### src/rtl/adder_pipe_pkg.sv
// Shared types and sizing helpers for the windowed sum accumulator.
package adder_pipe_pkg;

    typedef enum logic {
        IDLE  = 1'b0,
        ACCUM = 1'b1
    } state_t;

    localparam int WINDOW_COUNT_WIDTH = 16;

    // One extra bit per doubling of the window keeps the total exact.
    function automatic int acc_width(input int adder_width, input int window_log2);
        return adder_width + 1 + window_log2;
    endfunction

endpackage

### src/rtl/adder_sum_accum_if.sv
// Sample stream in, window-total result slot out, plus status/control.
interface adder_sum_accum_if
    import adder_pipe_pkg::*;
#(
    parameter int ADDER_WIDTH = 32,
    parameter int WINDOW_LOG2 = 4
);
    localparam int ACC_WIDTH = acc_width(ADDER_WIDTH, WINDOW_LOG2);

    logic                          en;
    logic [ADDER_WIDTH:0]          sum_in;
    logic                          sum_valid;
    logic [ACC_WIDTH-1:0]          acc_out;
    logic                          acc_valid;
    logic                          acc_ready;
    logic                          overrun;
    logic                          overrun_clr;
    logic [WINDOW_COUNT_WIDTH-1:0] window_count;

    modport master (
        output en, sum_in, sum_valid, acc_ready, overrun_clr,
        input  acc_out, acc_valid, overrun, window_count
    );

    modport slave (
        input  en, sum_in, sum_valid, acc_ready, overrun_clr,
        output acc_out, acc_valid, overrun, window_count
    );

endinterface

### src/rtl/sum_window_counter.sv
// Sample position within the current window; last flags the final slot.
module sum_window_counter #(
    parameter int WIDTH = 4
) (
    input  logic clk,
    input  logic rst_n,
    input  logic clear,
    input  logic inc,
    output logic last
);
    logic [WIDTH-1:0] count;

    always_ff @(posedge clk) begin
        if (!rst_n) begin
            count <= '0;
        end else if (clear) begin
            count <= '0;
        end else if (inc) begin
            count <= count + 1'b1;
        end
    end

    assign last = &count;

endmodule

### src/rtl/adder_sum_accum.sv
// Accumulates fixed windows of adder sums and offers each total on a
// single-entry valid/ready slot; totals that find the slot busy are dropped.
//
// state | meaning
// IDLE  | not accumulating; accumulator and counter held at zero
// ACCUM | summing samples of the current window
module adder_sum_accum
    import adder_pipe_pkg::*;
#(
    parameter int ADDER_WIDTH = 32,
    parameter int WINDOW_LOG2 = 4
) (
    input  logic clk,
    input  logic rst_n,
    adder_sum_accum_if.slave bus
);
    localparam int ACC_WIDTH = acc_width(ADDER_WIDTH, WINDOW_LOG2);

    state_t               state, state_next;
    logic [ACC_WIDTH-1:0] acc, acc_next;
    logic [ACC_WIDTH-1:0] sum_ext;
    logic [ACC_WIDTH-1:0] result;
    logic                 cnt_clear, cnt_inc, cnt_last;
    logic                 complete;
    logic                 transfer, slot_free;

    sum_window_counter #(.WIDTH(WINDOW_LOG2)) u_counter (
        .clk   (clk),
        .rst_n (rst_n),
        .clear (cnt_clear),
        .inc   (cnt_inc),
        .last  (cnt_last)
    );

    assign sum_ext   = ACC_WIDTH'(bus.sum_in);
    assign transfer  = bus.acc_valid && bus.acc_ready;
    assign slot_free = !bus.acc_valid || bus.acc_ready;

    always_ff @(posedge clk) begin
        if (!rst_n) begin
            state <= IDLE;
            acc   <= '0;
        end else begin
            state <= state_next;
            acc   <= acc_next;
        end
    end

    always_comb begin
        state_next = state;
        acc_next   = acc;
        cnt_clear  = 1'b0;
        cnt_inc    = 1'b0;
        complete   = 1'b0;
        result     = '0;
        case (state)
            IDLE: begin
                // Counter is already zero here, so the first sample is slot 0.
                if (bus.en && bus.sum_valid) begin
                    state_next = ACCUM;
                    acc_next   = sum_ext;
                    cnt_inc    = 1'b1;
                end
            end
            ACCUM: begin
                if (!bus.en) begin
                    state_next = IDLE;
                    acc_next   = '0;
                    cnt_clear  = 1'b1;
                end else if (bus.sum_valid) begin
                    if (cnt_last) begin
                        complete  = 1'b1;
                        result    = acc + sum_ext;
                        acc_next  = '0;
                        cnt_clear = 1'b1;
                    end else begin
                        acc_next = acc + sum_ext;
                        cnt_inc  = 1'b1;
                    end
                end
            end
            default: begin
                state_next = IDLE;
                acc_next   = '0;
                cnt_clear  = 1'b1;
            end
        endcase
    end

    always_ff @(posedge clk) begin
        if (!rst_n) begin
            bus.acc_out      <= '0;
            bus.acc_valid    <= 1'b0;
            bus.overrun      <= 1'b0;
            bus.window_count <= '0;
        end else begin
            if (complete && slot_free) begin
                bus.acc_out   <= result;
                bus.acc_valid <= 1'b1;
            end else if (transfer) begin
                bus.acc_valid <= 1'b0;
            end

            if (transfer) begin
                bus.window_count <= bus.window_count + 1'b1;
            end

            // A drop in the same cycle as a clear must leave the flag set.
            if (complete && !slot_free) begin
                bus.overrun <= 1'b1;
            end else if (bus.overrun_clr) begin
                bus.overrun <= 1'b0;
            end
        end
    end

endmodule

### src/flat_wrapper.sv
// flat-port wrapper written by rule: the top's interface ports become plain ports
module adder_sum_accum_flat import adder_pipe_pkg::*;
#(
    parameter int ADDER_WIDTH = 32,
    parameter int WINDOW_LOG2 = 4
)
  (clk, rst_n, bus_en, bus_sum_in, bus_sum_valid, bus_acc_ready, bus_overrun_clr, bus_acc_out, bus_acc_valid, bus_overrun, bus_window_count);
  adder_sum_accum_if #(.ADDER_WIDTH(ADDER_WIDTH), .WINDOW_LOG2(WINDOW_LOG2)) bus_i ();
  input  logic clk;
  input  logic rst_n;
  input wire logic [$bits(bus_i.en)-1:0] bus_en;
  input wire logic [$bits(bus_i.sum_in)-1:0] bus_sum_in;
  input wire logic [$bits(bus_i.sum_valid)-1:0] bus_sum_valid;
  input wire logic [$bits(bus_i.acc_ready)-1:0] bus_acc_ready;
  input wire logic [$bits(bus_i.overrun_clr)-1:0] bus_overrun_clr;
  output wire logic [$bits(bus_i.acc_out)-1:0] bus_acc_out;
  output wire logic [$bits(bus_i.acc_valid)-1:0] bus_acc_valid;
  output wire logic [$bits(bus_i.overrun)-1:0] bus_overrun;
  output wire logic [$bits(bus_i.window_count)-1:0] bus_window_count;
  assign bus_i.en = bus_en;
  assign bus_i.sum_in = bus_sum_in;
  assign bus_i.sum_valid = bus_sum_valid;
  assign bus_i.acc_ready = bus_acc_ready;
  assign bus_i.overrun_clr = bus_overrun_clr;
  assign bus_acc_out = bus_i.acc_out;
  assign bus_acc_valid = bus_i.acc_valid;
  assign bus_overrun = bus_i.overrun;
  assign bus_window_count = bus_i.window_count;
  adder_sum_accum #(.ADDER_WIDTH(ADDER_WIDTH), .WINDOW_LOG2(WINDOW_LOG2)) u_core (.clk(clk), .rst_n(rst_n), .bus(bus_i));
endmodule
### config.mk
export PLATFORM = sky130hd
export DESIGN_NAME = adder_sum_accum_flat
export DESIGN_NICKNAME = d
export VERILOG_FILES = /design/src/rtl/adder_pipe_pkg.sv /design/src/rtl/adder_sum_accum_if.sv /design/src/rtl/sum_window_counter.sv /design/src/rtl/adder_sum_accum.sv /design/src/flat_wrapper.sv
export SDC_FILE = /design/constraint.sdc
export NUM_CORES = 1
export LEC_CHECK = 0
export CORE_MARGIN = 2
export CORE_UTILIZATION = 25
export CTS_BUF_LIST = sky130_fd_sc_hd__clkbuf_4
export DETAILED_ROUTE_END_ITERATION = 7
export PLACE_DENSITY_LB_ADDON = 0.05
export REMOVE_ABC_BUFFERS = 1
export SYNTH_ARGS = -nofsm -noshare
export SYNTH_HDL_FRONTEND = slang
export SYNTH_SLANG_ARGS = --single-unit
### constraint.sdc
create_clock -name clk -period 9.52 [get_ports clk]
set_input_delay 2.38 -clock clk [delete_from_list [all_inputs] [get_ports clk]]
set_output_delay 2.38 -clock clk [all_outputs]
set_load 0.02 [all_outputs]
* After elaboration in Yosys (flattened, before gate mapping)
Index checks and enable logic that the tools add are counted.
Cells by class: add/subtract/negate cells 3, multiplexer cells 26, equality and inequality tests 2, bitwise logic cells 2, reduce and logical (&&, ||, !) cells 12
Operators by type and width (count):
- $mux 37 | 8
- $pmux 37 s2 | 1
- $add 37x33->37 | 1
- $add 16x1->16 const B | 1
- $mux 1 | 15
- $add 4x1->4 const B | 1
- $logic_and 1x1->1 | 4
- $pmux 1 s2 | 2
- $reduce_and 4->1 | 1
- $reduce_bool 2->1 | 2
- $ne 3x3->1 const B | 1
- $logic_not 1->1 | 2
- $ne 2x1->1 const B | 1
- $not 1->1 | 2
- $reduce_and 2->1 | 1
- $reduce_or 2->1 | 1
- $logic_or 1x1->1 | 1
Word-level totals: output and inout port bits 55, word-level logic and storage cells 52, register bits after elaboration 97

* Logic depth before layout (Yosys ltp)
Gate-level depths: netlist of the first run.
word-level depth 7, gate-level depth with buffers 12, gate-level depth less buffers 11

* Hierarchy
From an unflattened synthesis of the first run, not the netlist that was laid out.
Unflattened totals: cells, all modules 749, area, all modules 5914.4 um2
Modules (own cells, without submodules):
- adder_sum_accum | area an instance 5725.5 um2, cells an instance 731, instances 1
- sum_window_counter | area an instance 188.9 um2, cells an instance 18, instances 1

* Worst setup path before layout of the first run
No wires, ideal clock.
path kind input port to flip-flop, from in bus_sum_in[0], to reg u_core.bus.acc_out[36], stages on the path 12, path slack 4.871 ns, arrival 4.572 ns, path through ha_1 -> inv_1 -> fa_1 -> nor2b_1 -> o31a_1 -> o31ai_4 -> o211ai_2 -> a22o_1 -> o41a_1 -> buf_6 -> and4_4 -> nor3_1
On the way: word-level cells in the longest chain between the ends 5
RTL lines:
- start: declaration | line flat_wrapper.sv:12 | input wire logic [$bits(bus_i.sum_in)-1:0] bus_sum_in;
- $add 37x33->37 | line adder_sum_accum.sv:73 | result = acc + sum_ext;
- $mux 37 | line adder_sum_accum.sv:71 | if (cnt_last) begin
- $mux 37 | line adder_sum_accum.sv:70 | end else if (bus.sum_valid) begin
- $mux 37 | line adder_sum_accum.sv:66 | if (!bus.en) begin
- $mux 37 | line adder_sum_accum.sv:56 | case (state)
- end signal: assignment | line adder_sum_accum.sv:98 | bus.acc_out <= result;
- end: declaration | line adder_sum_accum_if.sv:27 | output acc_out, acc_valid, overrun, window_count
No other way between the ends. A chain may end at the register's enable or synchronous reset.

* Worst setup path after layout of the first run
from in bus_sum_in[1], to reg u_core.acc[29]
On the way: word-level cells in the longest chain between the ends 5
RTL lines:
- $add 37x33->37 | line adder_sum_accum.sv:77 | acc_next = acc + sum_ext;
- $mux 37 | line adder_sum_accum.sv:71
- $mux 37 | line adder_sum_accum.sv:70
- $mux 37 | line adder_sum_accum.sv:66
- $pmux 37 s2 | line adder_sum_accum.sv:56
- end signal: assignment | line adder_sum_accum.sv:45 | acc <= acc_next;
- end: declaration | line adder_sum_accum.sv:20 | logic [ACC_WIDTH-1:0] acc, acc_next;
No other way between the ends. The select of a mux whose other input is x is not followed.

==> impl_metrics.yaml, run 1 <==
pwr:
  p_switching_uw: 276
  netSwitchingFraction_pct: 30.0
  power_per_cell_area_nw_per_um2: 126
  peakVddDrop_uv: 47.3
  power.share.clock_pct: 34.7
  pwr-share-seq_pct: 45.7
  p_int_uw: 644
  leakage_uw: 0.00263
  p_total_uw: 920
  p_comb_share_pct: 19.7
timing:
  finalSetupViolations: 0
  drv_slew: 0
  rsz0062_at_grt: "false"
  setup_tns_ns: 0
  max-slew-margin-rel_pct: 34.2
  fin_crit_sh_pct: 53.5
  worst_hold_slack_ns: 0.464
  fmax_mhz: 196
  worstMarginPinSlew_ns: 0.988
  fin_crit_ns: 5.09
  hold_viol_final: 0
  clock-skew-final_ns: 0.0290
synth:
  yosys_warnings: 0
  seq_area_frac_synth_pct: 32.9
  syn-cell-area_um2: 5900
  ys_types: 75
  syn_avg_cell_area_um2: 8.03
  synth_flop_cell: "dfxtp_1"
  synthCells: 735
  yosysTopAreaCellShare_pct: 32.9
  synth-edff-count: 0
  synth_top_area_cell: "dfxtp_1"
  ys_ff_latch: 97
  synth.area.top_cells: "dfxtp_1 33%, ha_1 7.4%, nand2_1 5.6%"
  synthArstFlopShare_pct: 0
clocking:
  ctsResizeCount: 0
  clockBufferDepth: 2
  ctsHoldBuffers: 0
  clkTransAtPathRegs_ns: 0.16
  root_buffer: "clkbuf_4"
  cts_max_level: 3
  clock_sinks: 97
  cts_tree: "built"
  cts_buffers: 9
  worstSkewPairLatency_ns: 0.50
  post_cts_buffers: 0
floorplan:
  initial_core_util_pct: 25.3
  core_area_um2: 23300
  rows: 56
  dieArea_um2: 24900
  num_io_pins: 94
  die_y_um: 158
  dieWidth_um: 158
hold_path:
  hold-path-cell-count: 2
  min_path_type: "reg2reg"
setup_path:
  path_delay_family: "compound AO/OA/AOI/OAI gates"
  start_kind: "input port"
  path_buf_inv: 1
  critPathKind: "in2reg"
  crit_path_end_kind: "flip-flop"
  cpMaxStageDelayCell: "clkdlybuf4s50_1"
  crit_chain: "clkdlybuf4s50_1, ha_1, a211oi_2, nor4_2, nor3_2, a32oi_1, a31o_2, a31o_1, a2111o_1, o311ai_1"
  cp_max_fo: 5
  required_ns: 9.91
  max_stage_delay_ns: 0.46
  cp.depth: 10
  arrival_ns: 5.48
  reg2regPathDepth: 9
route:
  routed_via_density: 5.12
  firstDrtPassIters: 5
  wl_um: 19300
  dr.first_iter.drc_count: 386
  route.detailed.drc: 0
  antenna_left: 0
  wl_per_cell_um: 17.2
  vias: 5724
global_route:
  groute.usage.overall_pct: 15.8
  grt_max_degree: 52
  grt_pass1_vias: 5524
  antenna_found_initial: 1
  grt_pass1_wl_um: 30800
  grt_overflow: 0
run_status:
  outcome: "completed"
finish:
  multi_input_area_um2: 3720
  final_layout_size_suffix_gt1_share_pct: 5.14
  fin_cells: 1117
  fillCellCount: 2467
  regArea_um2: 1940
  fin_area_um2: 7280
  area_growth_pct: 23.3
  nNetsFinal: 867
placement:
  gp_congestion: 0.844
  placed_cell_area_um2: 7070
  portBuffers: 93
  hpwl_um: 13300
  dp.cells: 1100
flow_run:
  maxCapViolations: 0
## worst paths after layout
| check | start | end | slack, ns |
|---|---|---|---|
| hold reg to reg | u_core.bus.acc_out[3]$_SDFFE_PN0P_ | u_core.bus.acc_out[3]$_SDFFE_PN0P_ | 0.46 |
| hold / removal | u_core.bus.acc_out[3]$_SDFFE_PN0P_ | u_core.bus.acc_out[3]$_SDFFE_PN0P_ | 0.46 |
| setup reg to reg | u_core.acc[1]$_SDFFE_PN0P_ | u_core.acc[29]$_SDFFE_PN0P_ | 6.45 |
| setup / recovery | bus_sum_in[1] | u_core.acc[29]$_SDFFE_PN0P_ | 4.43 |
## logic make-up (layout without fill, tap and decap cells)
group | count (synthesis) | count (layout) | share of synthesized area [%]
buffers and inverters | 65 | 127 | 4.43
other | 0 | 1 | 0
DFF | 97 | 97 | 32.9
adders and majority gates | 36 | 36 | 7.76
xor gates and xnor gates | 36 | 36 | 5.34
muxes | 2 | 2 | 0.339
AOI/OAI and AO/OA | 225 | 225 | 27.0
and+or+nand+nor | 274 | 274 | 22.2
## metal layers
metal  track usage (%)  part of all wire (%)  up-vias
li1                  -                     -     2836
met1              23.1                    52     2728
met2              23.7                    42      142
met3              2.14                   4.4       18
met4              4.85                   1.4        0
met5                 0                     0        -
## final cells by class
class                   count  area share (%)
inverters                  15           0.774
multi-input cells         573            51.1
diodes                      1          0.0344
well taps                 319            5.48
clock inverters             7            1.94
clock buffers               9           0.928
repair buffers             96            13.0
flip-flops and latches     97            26.7
## worst register-to-register path, cell delays in order, from the launching register on
cell	delay, ns
dfxtp_1	0.36
ha_1	0.31
a211oi_2	0.31
nor4_2	0.10
nor3_2	0.43
a32oi_1	0.32
a31o_2	0.37
a31o_1	0.26
a2111o_1	0.41
o311ai_1	0.09
## power by group through the flow
stage / clock network, µW / registers (µW) / logic, µW
after floorplan: 0 / 427 / 116
after global placement: 0 / 429 / 180
after detailed placement: 0 / 429 / 179
after CTS: 335 / 420 / 181
after global routing: 348 / 422 / 200
final: 319 / 420 / 181
## flip-flops by register name (all words and copies together) (netlist names)
register                 flops
u_core.u_counter.count       4
u_core.bus.acc_out          37
u_core.state                 1
u_core.bus.overrun           1
u_core.acc                  37
u_core.bus.acc_valid         1
u_core.bus.window_count     16
## through the flow
stage | worst slack (ns) | utilization (%)
after detailed placement | 3.97 | 30.3
after global placement | 4.05 | 30.3
after global routing | 4.28 | 31.2
after CTS | 4.50 | 31.2
after floorplan | 4.86 | -
final | 4.43 | 31.2
## synthesized netlist by cell type, types with 15 or more instances
master,instances
a21o_1,15
a21oi_1,58
a222oi_1,17
clkbuf_1,38
dfxtp_1,97
ha_1,35
inv_1,15
nand2_1,88
nand3_1,37
nand4_1,16
nor2_1,70
o21ai_0,33
xnor2_1,17
xor2_1,19
## cell usage in the layout, fill, tap and decap left out, types with 5 or more instances in the layout
cell type / n
ha_1: 35
nor3_1: 8
dfxtp_1: 97
a21o_1: 15
and4_1: 5
nor2_1: 68
o22ai_1: 7
a222oi_1: 17
xnor2_1: 17
o221ai_1: 9
a21oi_1: 58
a211oi_1: 8
and3_1: 11
nand3_1: 37
clkbuf_4: 9
inv_1: 14
and2_1: 8
nand2_1: 88
o21a_1: 8
clkdlybuf4s50_1: 92
nand4_1: 16
a31oi_1: 6
xor2_1: 19
o211ai_1: 8
a22oi_1: 11
nor4_1: 5
o21ai_0: 33
nand2b_1: 6
(Power assumes the default switching activity.)
==> inputs of run 2 (changes only) <==
==> constraint.sdc (replaced) <==
create_clock -name clk -period 4.5 [get_ports clk]
set_input_delay 1.125 -clock clk [delete_from_list [all_inputs] [get_ports clk]]
set_output_delay 1.125 -clock clk [all_outputs]
set_load 0.02 [all_outputs]
==> run 2 against run 1 <==
  * Core utilization down 0.12 points
  * Combinational power up 120%
  * Flip-flop and latch count unchanged
  * Critical path type unchanged
  * Largest power group unchanged
==> impl_metrics.yaml, run 2 (synthesis results as in run 1) <==
run_status:
  outcome: "completed"
flow_run:
  maxCapViolations: 0
route:
  route.detailed.drc: 0
  firstDrtPassIters: 8
  vias: 5757
  wl_um: 19500
  dr.first_iter.drc_count: 433
  wl_per_cell_um: 17.2
  antenna_left: 0
  routed_via_density: 5.10
clocking:
  cts_max_level: 3
  clock_sinks: 97
  post_cts_buffers: 0
  clockBufferDepth: 2
  worstSkewPairLatency_ns: 0.49
  cts_tree: "built"
  cts_buffers: 9
  ctsResizeCount: 0
  ctsHoldBuffers: 0
  clkTransAtPathRegs_ns: 0.15
  root_buffer: "clkbuf_4"
global_route:
  grt_max_degree: 47
  groute.usage.overall_pct: 15.9
  antenna_found_initial: 1
  busiest_layer: "met1"
  grt_pass1_vias: 5375
  grt_overflow: 0
  grt.met1_usage_pct: 24.1
  globalRouteMet3Util_pct: 2.22
  grt_pass1_wl_um: 30800
  use_met2_pct: 23.2
placement:
  portBuffers: 93
  hpwl_um: 13900
  gp_congestion: 0.865
  placed_cell_area_um2: 7130
  dp.cells: 1110
finish:
  fin_cells: 1128
  area_growth_pct: 22.8
  final_cell_mix: "97 x dfxtp_1, 92 x clkdlybuf4s50_1, 88 x nand2_1"
  multi_input_area_um2: 3710
  final_layout_size_suffix_gt1_share_pct: 6.07
  fillCellCount: 2484
  largestRegisters: "u_core.acc: 37 flops, u_core.bus.acc_out: 37 flops, u_core.bus.window_count: 16 flops"
  layout.core_utilization_pct: 31.1
  regArea_um2: 1940
  final_common_cell: "dfxtp_1"
  nNetsFinal: 877
  fin_area_um2: 7250
hold_path:
  min_path_type: "reg2reg"
  hold-path-cell-count: 2
setup_path:
  critPathKind: "in2reg"
  crit_path_end_kind: "flip-flop"
  arrival_ns: 4.14
  start_kind: "input port"
  required_ns: 4.92
  r2r_setup_slack_ns: 1.51
  reg2regPathDepth: 11
  cp_max_fo: 10
floorplan:
  dieArea_um2: 24900
  die_y_um: 158
  dieWidth_um: 158
  core_area_um2: 23300
  num_io_pins: 94
  initial_core_util_pct: 25.3
  rows: 56
timing:
  worstMarginPinSlew_ns: 0.735
  max-slew-margin-rel_pct: 50.9
  rsz0062_at_grt: "false"
  drv_slew: 0
  fin_crit_sh_pct: 82.8
  hold_viol_final: 0
  setup_tns_ns: 0
  fmax_mhz: 268
  fin_crit_ns: 3.73
  clock-skew-final_ns: 0.0235
  finalSetupViolations: 0
pwr:
  peakVddDrop_uv: 89.9
  p_total_uw: 1730
  leakage_uw: 0.00263
  power_per_cell_area_nw_per_um2: 238
## run 2: cell types whose count changed in the layout (fill, tap and decap cells not counted), sizes merged
cell      before  now
buf            4   14
clkinvlp       1    2
clkinv         1    4
bufinv         4    0
diode          1    2
## run 2: metal layers
layer / vias to the layer above / wire length [µm]
li1: 2867 / -
met1: 2732 / 10100
met2: 146 / 8260
met3: 12 / 867
met4: 0 / 207
met5: - / 0
## run 2: where the power goes
group,switching [µW],total [µW],internal [µW]
logic,238,391,153
clock network,333,446,113
registers,11.5,889,877
total,583,1730,1140
## run 2: per-stage QoR
stage                     setup WS [ns]  hold WS [ns]
after floorplan                    1.09         0.472
after global placement            0.349         0.445
after detailed placement          0.292         0.451
after CTS                         0.828         0.472
after global routing              0.590         0.490
final                             0.773         0.467
## run 2: path summary, 6_finish.rpt
kind,start,endpoint
worst max register to register,u_core.acc[0]$_SDFFE_PN0P_,u_core.acc[34]$_SDFFE_PN0P_
worst max-delay path,bus_sum_in[0],u_core.acc[34]$_SDFFE_PN0P_
worst min register to register,u_core.bus.acc_out[20]$_SDFFE_PN0P_,u_core.bus.acc_out[20]$_SDFFE_PN0P_
worst min-delay path,u_core.bus.acc_out[20]$_SDFFE_PN0P_,u_core.bus.acc_out[20]$_SDFFE_PN0P_
## run 2: area by class of cell
cell class | instances | area share, %
sequential | 97 | 26.8
inverter | 15 | 0.777
antenna | 2 | 0.0690
tap | 319 | 5.51
timing repair buffer | 106 | 14.1
clock buffer | 9 | 0.932
multi-input combinational | 573 | 51.2
clock inverter | 7 | 0.639
## run 2: worst max-delay path, stage by stage
cell and delay, ns:
clkdlybuf4s50_1 0.43, ha_1 0.26, inv_1 0.09, fa_1 0.20, nor2b_1 0.07, o31a_1 0.31, o31ai_4 0.28, o211ai_2 0.19
a22o_1 0.25, o41a_1 0.53, a31oi_1 0.24, a2bb2oi_1 0.18
